===== config.mk =====
export PLATFORM = sky130hd
export DESIGN_NAME = mbist_march_seq
export DESIGN_NICKNAME = d
export VERILOG_FILES = /design/src/rtl/mbist_march_seq.sv
export SDC_FILE = /design/constraint.sdc
export NUM_CORES = 1
export LEC_CHECK = 0
export ABC_CLOCK_PERIOD_IN_PS = 4720
export CAP_MARGIN = 30
export CORE_ASPECT_RATIO = 1.2
export CORE_MARGIN = 2
export CORE_UTILIZATION = 35
export DETAILED_ROUTE_END_ITERATION = 8
export GPL_TIMING_DRIVEN = 0
export PLACE_DENSITY = 0.65
export SLEW_MARGIN = 20
export SYNTH_ARGS = -nofsm -noshare
export SYNTH_HDL_FRONTEND = slang
export SYNTH_SLANG_ARGS = --single-unit

===== constraint.sdc =====
create_clock -name clk -period 4.72 [get_ports clk]
set_clock_uncertainty 0.1 [all_clocks]
set_input_delay 0.472 -clock clk [delete_from_list [all_inputs] [get_ports clk]]
set_output_delay 0.472 -clock clk [all_outputs]
set_load 0.01 [all_outputs]

===== src/rtl/mbist_march_seq.sv =====
// MBIST march-element sequencer: steps through stimulus entries, sweeps the
// address range per element (direction/repeat/reverse) and stops on compare error.
module mbist_march_seq #(
   parameter int unsigned             BIST_ADDR_WD    = 9,
   parameter logic [BIST_ADDR_WD-1:0] BIST_ADDR_START = 9'h000,
   parameter logic [BIST_ADDR_WD-1:0] BIST_ADDR_END   = 9'h1F8,
   parameter int unsigned             BIST_STI_CNT    = 8,
   parameter int unsigned             BIST_STI_IDX_WD = 3
) (
   input  logic                       clk,
   input  logic                       rst,
   input  logic                       bist_start,
   input  logic                       op_read,
   input  logic                       op_write,
   input  logic                       op_updown,
   input  logic                       op_reverse,
   input  logic                       op_repeatflag,
   input  logic                       last_op,
   input  logic                       cmp_error,
   output logic                       op_run,
   output logic                       op_reinit,
   output logic [BIST_STI_IDX_WD-1:0] sti_idx,
   output logic [BIST_ADDR_WD-1:0]    mem_addr,
   output logic                       mem_cs,
   output logic                       mem_we,
   output logic                       bist_busy,
   output logic                       bist_done,
   output logic                       bist_error
);

   typedef enum logic [2:0] {IDLE, INIT, RUN, NEXT, DONE, FAIL} state_t;

   localparam logic [BIST_STI_IDX_WD-1:0] IDX_LAST = BIST_STI_IDX_WD'(BIST_STI_CNT - 1);
   localparam logic [BIST_STI_IDX_WD-1:0] IDX_ONE  = BIST_STI_IDX_WD'(1);
   localparam logic [BIST_ADDR_WD-1:0]    ADDR_ONE = BIST_ADDR_WD'(1);

   state_t                       state, state_nxt;
   logic                         pass, pass_nxt;
   logic [BIST_ADDR_WD-1:0]      addr_nxt;
   logic [BIST_STI_IDX_WD-1:0]   idx_nxt;
   logic                         dir, dir_rep, terminal;

   always_ff @(posedge clk or posedge rst) begin
      if (rst) begin
         state    <= IDLE;
         pass     <= 1'b0;
         mem_addr <= BIST_ADDR_START;
         sti_idx  <= '0;
      end else begin
         state    <= state_nxt;
         pass     <= pass_nxt;
         mem_addr <= addr_nxt;
         sti_idx  <= idx_nxt;
      end
   end

   always_comb begin
      state_nxt  = state;
      pass_nxt   = pass;
      addr_nxt   = mem_addr;
      idx_nxt    = sti_idx;
      op_run     = 1'b0;
      op_reinit  = 1'b0;
      mem_cs     = 1'b0;
      mem_we     = 1'b0;
      bist_busy  = 1'b0;
      bist_done  = 1'b0;
      bist_error = 1'b0;

      // dir_rep is the direction the second pass will take once pass flips to 1
      dir      = op_updown ^ (pass & op_reverse);
      dir_rep  = op_updown ^ op_reverse;
      terminal = dir ? (mem_addr == BIST_ADDR_END) : (mem_addr == BIST_ADDR_START);

      case (state)
         IDLE: begin
            if (bist_start) state_nxt = INIT;
         end
         INIT: begin
            op_reinit = 1'b1;
            bist_busy = 1'b1;
            pass_nxt  = 1'b0;
            addr_nxt  = op_updown ? BIST_ADDR_START : BIST_ADDR_END;
            state_nxt = RUN;
         end
         RUN: begin
            op_run    = 1'b1;
            bist_busy = 1'b1;
            mem_cs    = op_read | op_write;
            mem_we    = op_write;
            if (last_op) begin
               if (!terminal) begin
                  addr_nxt = dir ? (mem_addr + ADDR_ONE) : (mem_addr - ADDR_ONE);
               end else if (op_repeatflag && !pass) begin
                  pass_nxt = 1'b1;
                  addr_nxt = dir_rep ? BIST_ADDR_START : BIST_ADDR_END;
               end else begin
                  state_nxt = NEXT;
               end
            end
         end
         NEXT: begin
            bist_busy = 1'b1;
            if (sti_idx == IDX_LAST) begin
               state_nxt = DONE;
            end else begin
               idx_nxt   = sti_idx + IDX_ONE;
               state_nxt = INIT;
            end
         end
         DONE, FAIL: begin
            bist_done  = 1'b1;
            bist_error = (state == FAIL);
            if (bist_start) begin
               idx_nxt   = '0;
               state_nxt = INIT;
            end
         end
         default: state_nxt = IDLE;
      endcase

      // A compare error freezes address/index/pass so the failing location stays visible
      if (bist_busy && cmp_error) begin
         state_nxt = FAIL;
         pass_nxt  = pass;
         addr_nxt  = mem_addr;
         idx_nxt   = sti_idx;
      end
   end

endmodule


==> metrics.txt, run 1 <==
total number of H-tree levels 1; clock share of power 12.9%; initial cell density of the core 36.3%; sum of net half-perimeters after detailed placement 2.30 mm; critical-path cell with the highest stage delay sky130_fd_sc_hd__clkdlybuf4s50_1; pin count of the biggest net entering global routing 17; most used cells in the layout excluding fill and tap cells sky130_fd_sc_hd__clkdlybuf4s50_1 (27), sky130_fd_sc_hd__dfrtp_1 (16), sky130_fd_sc_hd__nor2_1 (15); fraction of layout instances using a drive strength above 1 10.5%; count of buffers from port buffering 27; CTS Hold Bufs 0; cell at the root of the clock tree sky130_fd_sc_hd__clkbuf_8; most common cell after layout, fill and taps aside sky130_fd_sc_hd__clkdlybuf4s50_1; total setup violations reported at the end of the flow 0; Tcrit/Tclk final 71.6%; Final Hold Vio Count 0; sequential cell area fraction in the yosys report 33.1%; worst min path class reg2reg; run status finished clean; via count 1,208; power density cells 596 nW/um^2; register clock-pin slew on the reported worst setup and hold paths 60 ps; fraction of power spent switching nets 43.4%; clock tree from TritonCTS yes; global-route wire length before repair 5.38 mm; Die H 68.4 um; net count after synthesis 153; antenna violations before repair 0; wire length after detailed routing 3.15 mm; GRT overflow 0; Total Negative Setup Slacks 0 ps; MaxCap Viol Count 0; footprint of the multi-input gates 742 sq um; Worst slew margin 56.1%; reported leakage power 0.614 nW; NetSw 409 uW; remaining routing DRC violations 0; total design power 943 uW; Startpoint Class input port; count of antenna diodes in the layout 0; Largest stage delay, worst path 520 ps; kind of cell adding the most delay to the critical path compound AO/OA/AOI/OAI gates; area of the core 3340 sq um; Max Fanout on Critical Path 10; Worst IR Drop VDD 375 uV; Final ANT Viol Nets 0; highest clock rate 296 MHz; count of yosys warnings during synthesis 0; category of the worst setup path capture point register; total of flip-flops plus latches after synthesis 16; std cell rows 23; Pins Over Slew Limit 0; WP buf/inv 2; First-pass DRT Iterations 4; GRT Resource Usage Total 17.4%; Internal Pwr Total 534 uW; WS Path Type in2reg; number of global-route vias before repair 1,178; RSZ-0062 raised after global routing false; required time of the worst setup path 4770 ps; final period demand of the worst path 3380 ps; share of total power in sequential cells 28.2%; DIE WIDTH 57.7 um; async set-reset flop share out of synthesis 100%; mean instance size in the synthesized netlist 8.65 sq um; Inserted Clock Buffers 3; post-DR wirelength/cell 15.1 um; Post-synth EDFFs 0; NumNets Final 185; number of fill cells 342; combinational power share 58.9%; synthesized netlist cell count 140; full die area 3950 sq um; gp weighted congestion 0.862; list of cells traversed by the critical path clkdlybuf4s50_1 -> a21bo_2 -> nand2_1 -> clkbuf_1 -> xnor2_1 -> ha_1 -> nand2_1 -> a21oi_1 -> or2b_1 -> o211ai_1 -> a21oi_1 -> a311oi_1; critical path arrival 3430 ps; post-CTS setup-driven buffer insertion count 0; insertion delay of the later-clocked pin in the worst-skew pair 250 ps; I/O pin count 29; count of different cell masters after synthesis 52; number of buffers between clock root and the deepest sink 2; number of gates given a new drive strength after cts 0; cell area after synthesis 1210 sq um; drt via density 5.81; most used flip-flop cell after synthesis sky130_fd_sc_hd__dfrtp_1; Synth-to-Final Area Change 30.7%; CTS sink count 16; violation count after the first detailed-routing iteration 44; slew of the pin with the lowest slew margin 656 ps; area taken by flip-flops and latches 400 sq um
==> metal layers <==
layer	vias to the layer above	share of wire [%]	GRT usage (%)
met5	-	0	0
met4	0	0.73	5.52
met3	4	4.2	2.08
met2	32	51	31.1
met1	575	44	21.8
li1	597	-	-
==> layout make-up <==
type                            count  area share [%]
Buffer                              6            2.21
Inverter                            9            2.13
Timing Repair Buffer               27            17.1
Sequential cell                    16            25.3
Tap cell                           37            2.92
Clock buffer                        4            3.48
Multi-Input combinational cell    109            46.9
==> synthesized netlist by cell type, drive strengths merged, types with 2 or more instances <==
cell    instances  area share, %
nor3b           2            1.2
and2            5            2.6
o31ai           4            2.5
a311oi          9            8.5
a22o            3            2.3
clkbuf          3           0.93
o211ai          2            1.2
nor2           16            5.2
or4             2            1.2
or3             2            1.4
o21ai           5            2.1
a21oi           8            3.6
inv             8            2.5
o22ai           4            2.1
buf             3            2.0
a41oi           2            1.4
nand3           6            2.5
o311ai          3            2.2
or2             3            1.5
nand2           9            2.8
ha              3            3.1
dfrtp          16             33
nor2b           2            1.0
a21o            2            1.2
==> worst paths after layout <==
check	from	end	slack (ps)	depth (start not counted)
worst max register to register	pass	mem_addr[8]	1650	11
min in group asynchronous	rst	state[0]	510	2
max in group asynchronous	rst	state[2]	3600	2
worst min register to register	mem_addr[5]	mem_addr[5]	450	1
worst max-delay path	op_updown	mem_addr[8]	1340	12
worst min-delay path	mem_addr[5]	mem_addr[5]	450	1
==> flip-flops by register name, indices dropped and copies added (netlist names) <==
signal	flops
sti_idx	3
state	3
pass	1
mem_addr	9
==> worst reg2reg max path, stage by stage (launching register included) <==
cell and delay (ps):
sky130_fd_sc_hd__dfrtp_1 440, sky130_fd_sc_hd__a21bo_2 270, sky130_fd_sc_hd__nand2_1 110, sky130_fd_sc_hd__clkbuf_1 400, sky130_fd_sc_hd__xnor2_1 180, sky130_fd_sc_hd__ha_1 310, sky130_fd_sc_hd__nand2_1 80, sky130_fd_sc_hd__a21oi_1 230
sky130_fd_sc_hd__or2b_1 300, sky130_fd_sc_hd__o211ai_1 200, sky130_fd_sc_hd__a21oi_1 90, sky130_fd_sc_hd__a311oi_1 260
==> cells by family after synthesis <==
| group | count (synthesis) | share of synthesized area, % |
|---|---|---|
| adder cells (fa/ha/maj) | 3 | 3.10 |
| AND/OR/NAND/NOR | 54 | 23.7 |
| XOR/XNOR | 1 | 0.723 |
| buffers and inverters | 15 | 5.68 |
| multiplexers | 2 | 1.76 |
| AO/OA/AOI/OAI | 49 | 32.0 |
| flip-flops | 16 | 33.1 |
==> stage by stage <==
stage / worst slack, ps / cells / hold WS, ps / utilization, % / cell area, sq um
6_report: 1340 / 208 / 448 / 47.4 / 1580
5_1_grt: 1050 / 208 / 477 / 47.4 / 1580
4_1_cts: 1360 / 208 / 451 / 47.4 / 1580
3_5_place_dp: 1140 / 204 / 437 / 45.8 / 1530
3_3_place_gp: 1210 / 204 / 425 / 45.8 / 1530
2_1_floorplan: 2090 / 140 / 286 / - / 1210
==> power by group through the flow <==
| stage | clock network, mW | registers, mW | logic, mW |
|---|---|---|---|
| after global routing | 0.132 | 0.280 | 0.612 |
| after floorplan | 0 | 0.267 | 0.338 |
| after global placement | 0 | 0.263 | 0.545 |
| after CTS | 0.128 | 0.264 | 0.558 |
| after detailed placement | 0 | 0.265 | 0.554 |
| final | 0.122 | 0.266 | 0.555 |
Note: power is estimated with default switching activity, not from simulation.
==> inputs of run 2 (changes only) <==
--- a/config.mk
+++ b/config.mk
@@ -5,14 +5,14 @@
 export SDC_FILE = /design/constraint.sdc
 export NUM_CORES = 1
 export LEC_CHECK = 0
-export ABC_CLOCK_PERIOD_IN_PS = 4720
+export ABC_CLOCK_PERIOD_IN_PS = 3000
 export CAP_MARGIN = 30
 export CORE_ASPECT_RATIO = 1.2
 export CORE_MARGIN = 2
 export CORE_UTILIZATION = 35
 export DETAILED_ROUTE_END_ITERATION = 8
 export GPL_TIMING_DRIVEN = 0
-export PLACE_DENSITY = 0.65
+export PLACE_DENSITY = 0.67
 export SLEW_MARGIN = 20
 export SYNTH_ARGS = -nofsm -noshare
 export SYNTH_HDL_FRONTEND = slang
==> constraint.sdc (replaced) <==
create_clock -name clk -period 3 [get_ports clk]
set_clock_uncertainty 0.1 [all_clocks]
set_input_delay 0.3 -clock clk [delete_from_list [all_inputs] [get_ports clk]]
set_output_delay 0.3 -clock clk [all_outputs]
set_load 0.01 [all_outputs]
==> run 2 against run 1 <==
  * Utilization increased by 0.86 points
  * Flip-flop and latch count unchanged
  * Non-clock buffer count increased by 2
  * Register-to-register slack got worse by 1300 ps
  * Clock-buffer cell count unchanged
  * Die area unchanged
==> metrics.txt, run 2 (synthesized netlist as in run 1, its figures left out) <==
run status finished clean; pin count of the biggest net entering global routing 17; full die area 3950 sq um; Max Fanout on Critical Path 10; GRT overflow 0; I/O pin count 29; total setup violations reported at the end of the flow 0; via count 1,230; area taken by flip-flops and latches 400 sq um; number of buffers between clock root and the deepest sink 2; worst min path class in2reg; Inserted Clock Buffers 3; fraction of the core area covered by cells at the end of the flow 48.3%; Synth-to-Final Area Change 33.1%; WS Path Type in2reg; routed length on met2 1.63 mm; flip-flop count of the largest register, all copies and words added 9; slew of the pin with the lowest slew margin 652 ps; DIE WIDTH 57.7 um; fraction of layout instances using a drive strength above 1 13.3%; Die H 68.4 um; RSZ-0062 raised after global routing false; Total Negative Setup Slacks 0 ps; drt via density 5.86; violation count after the first detailed-routing iteration 65; routed metal-1 wirelength 1.45 mm; Cell Count Post-Placement 204; reported leakage power 0.626 nW; cell at the root of the clock tree sky130_fd_sc_hd__clkbuf_8; most common cell after layout, fill and taps aside sky130_fd_sc_hd__clkdlybuf4s50_1; category of the worst setup path capture point register; wire length after detailed routing 3.25 mm; sum of net half-perimeters after detailed placement 2.35 mm; Routed met3 length 138 um; CTS sink count 16; final std cell area, no fill 1610 sq um; biggest regs mem_addr (9), state (3), sti_idx (3); Startpoint Class input port; First-pass DRT Iterations 4; total number of H-tree levels 1; MaxCap Viol Count 0; count of buffers from port buffering 27; critical path arrival 2830 ps; Worst slew margin 56.4%; Tcrit/Tclk final 92.6%; highest clock rate 360 MHz; final period demand of the worst path 2780 ps; count of antenna diodes in the layout 0; remaining routing DRC violations 0; power density cells 935 nW/um^2; post-DR wirelength/cell 15.5 um; top layer used by detailed routing met4; antenna violations before repair 0; insertion delay of the later-clocked pin in the worst-skew pair 260 ps; register clock-pin slew on the reported worst setup and hold paths 70 ps; global-route wire length before repair 5.57 mm; critical-path cell with the highest stage delay sky130_fd_sc_hd__or4_1; Largest stage delay, worst path 530 ps; non-filler cells in the finished layout 210; footprint of the multi-input gates 748 sq um; Worst IR Drop VDD 539 uV; number of fill cells 343; initial cell density of the core 36.3%; gp weighted congestion 0.842; register with the most flip-flops mem_addr; area of the core 3340 sq um; most used cells in the layout excluding fill and tap cells sky130_fd_sc_hd__clkdlybuf4s50_1 (27), sky130_fd_sc_hd__dfrtp_1 (16), sky130_fd_sc_hd__nor2_1 (15); Final ANT Viol Nets 0; std cell rows 23; required time of the worst setup path 3050 ps; Final Hold Vio Count 0; clock tree from TritonCTS yes; NumNets Final 187; number of global-route vias before repair 1,214; list of cells traversed by the critical path clkdlybuf4s50_1 -> a21bo_2 -> nand2_1 -> buf_6 -> xnor2_1 -> ha_2 -> buf_4 -> or4_1 -> o211ai_1 -> a21oi_1 -> a311oi_1; GRT Resource Usage Total 18.1%; placement-stage cell area 1530 sq um; Pins Over Slew Limit 0
run 2: report_power, final:
group          switching [mW]  total (mW)  internal [mW]
clock                  0.0829       0.200          0.117
sequential              0.118       0.417          0.299
combinational           0.457       0.890          0.433
run 2: timing repair:
item / 4_1_cts / 5_1_grt
resized for setup: 1 / 6
setup endpoints to repair: 2 / 3
buffers inserted: 0 / 2
gates cloned: 0 / 0
hold buffers: 0 / 0
run 2: worst max-delay path, delay by kind of cell:
family / cells / cell delay (ps)
buffers and inverters: 3 / 830
and+or+nand+nor: 2 / 670
xor gates and xnor gates: 1 / 70
AOI/OAI and AO/OA: 4 / 750
adders and majority gates: 1 / 200
run 2: stage by stage:
step,setup slack (ps),total power [mW],hold slack [ps]
2_1_floorplan,439,0.953,114
3_3_place_gp,-319,1.27,426
3_5_place_dp,-386,1.29,431
4_1_cts,29.7,1.50,282
5_1_grt,18.2,1.63,325
6_report,222,1.51,280
run 2: worst paths after layout:
| kind | cells past startpoint | start | slack [ps] | to |
|---|---|---|---|---|
| min reg2reg | 1 | mem_addr[5] | 450 | mem_addr[5] |
| min | 2 | cmp_error | 280 | state[1] |
| max in group asynchronous | 2 | rst | 2060 | mem_addr[5] |
| min in group asynchronous | 2 | rst | 320 | state[1] |
| max | 11 | op_updown | 220 | mem_addr[8] |
| max reg2reg | 10 | pass | 360 | mem_addr[8] |
run 2: area by class of cell:
| type | count | share of cell area (%) |
|---|---|---|
| plain buffers | 6 | 2.64 |
| clock buffers | 4 | 3.42 |
| inverters | 9 | 2.10 |
| multi-input cells | 109 | 46.4 |
| flip-flops and latches | 16 | 24.8 |
| well taps | 37 | 2.87 |
| repair buffers | 29 | 17.7 |
run 2: layer usage:
layer / vias to the layer above / global-route usage (%)
li1: 603 / -
met1: 590 / 22.8
met2: 33 / 31.8
met3: 4 / 1.70
met4: 0 / 7.56
met5: - / 0
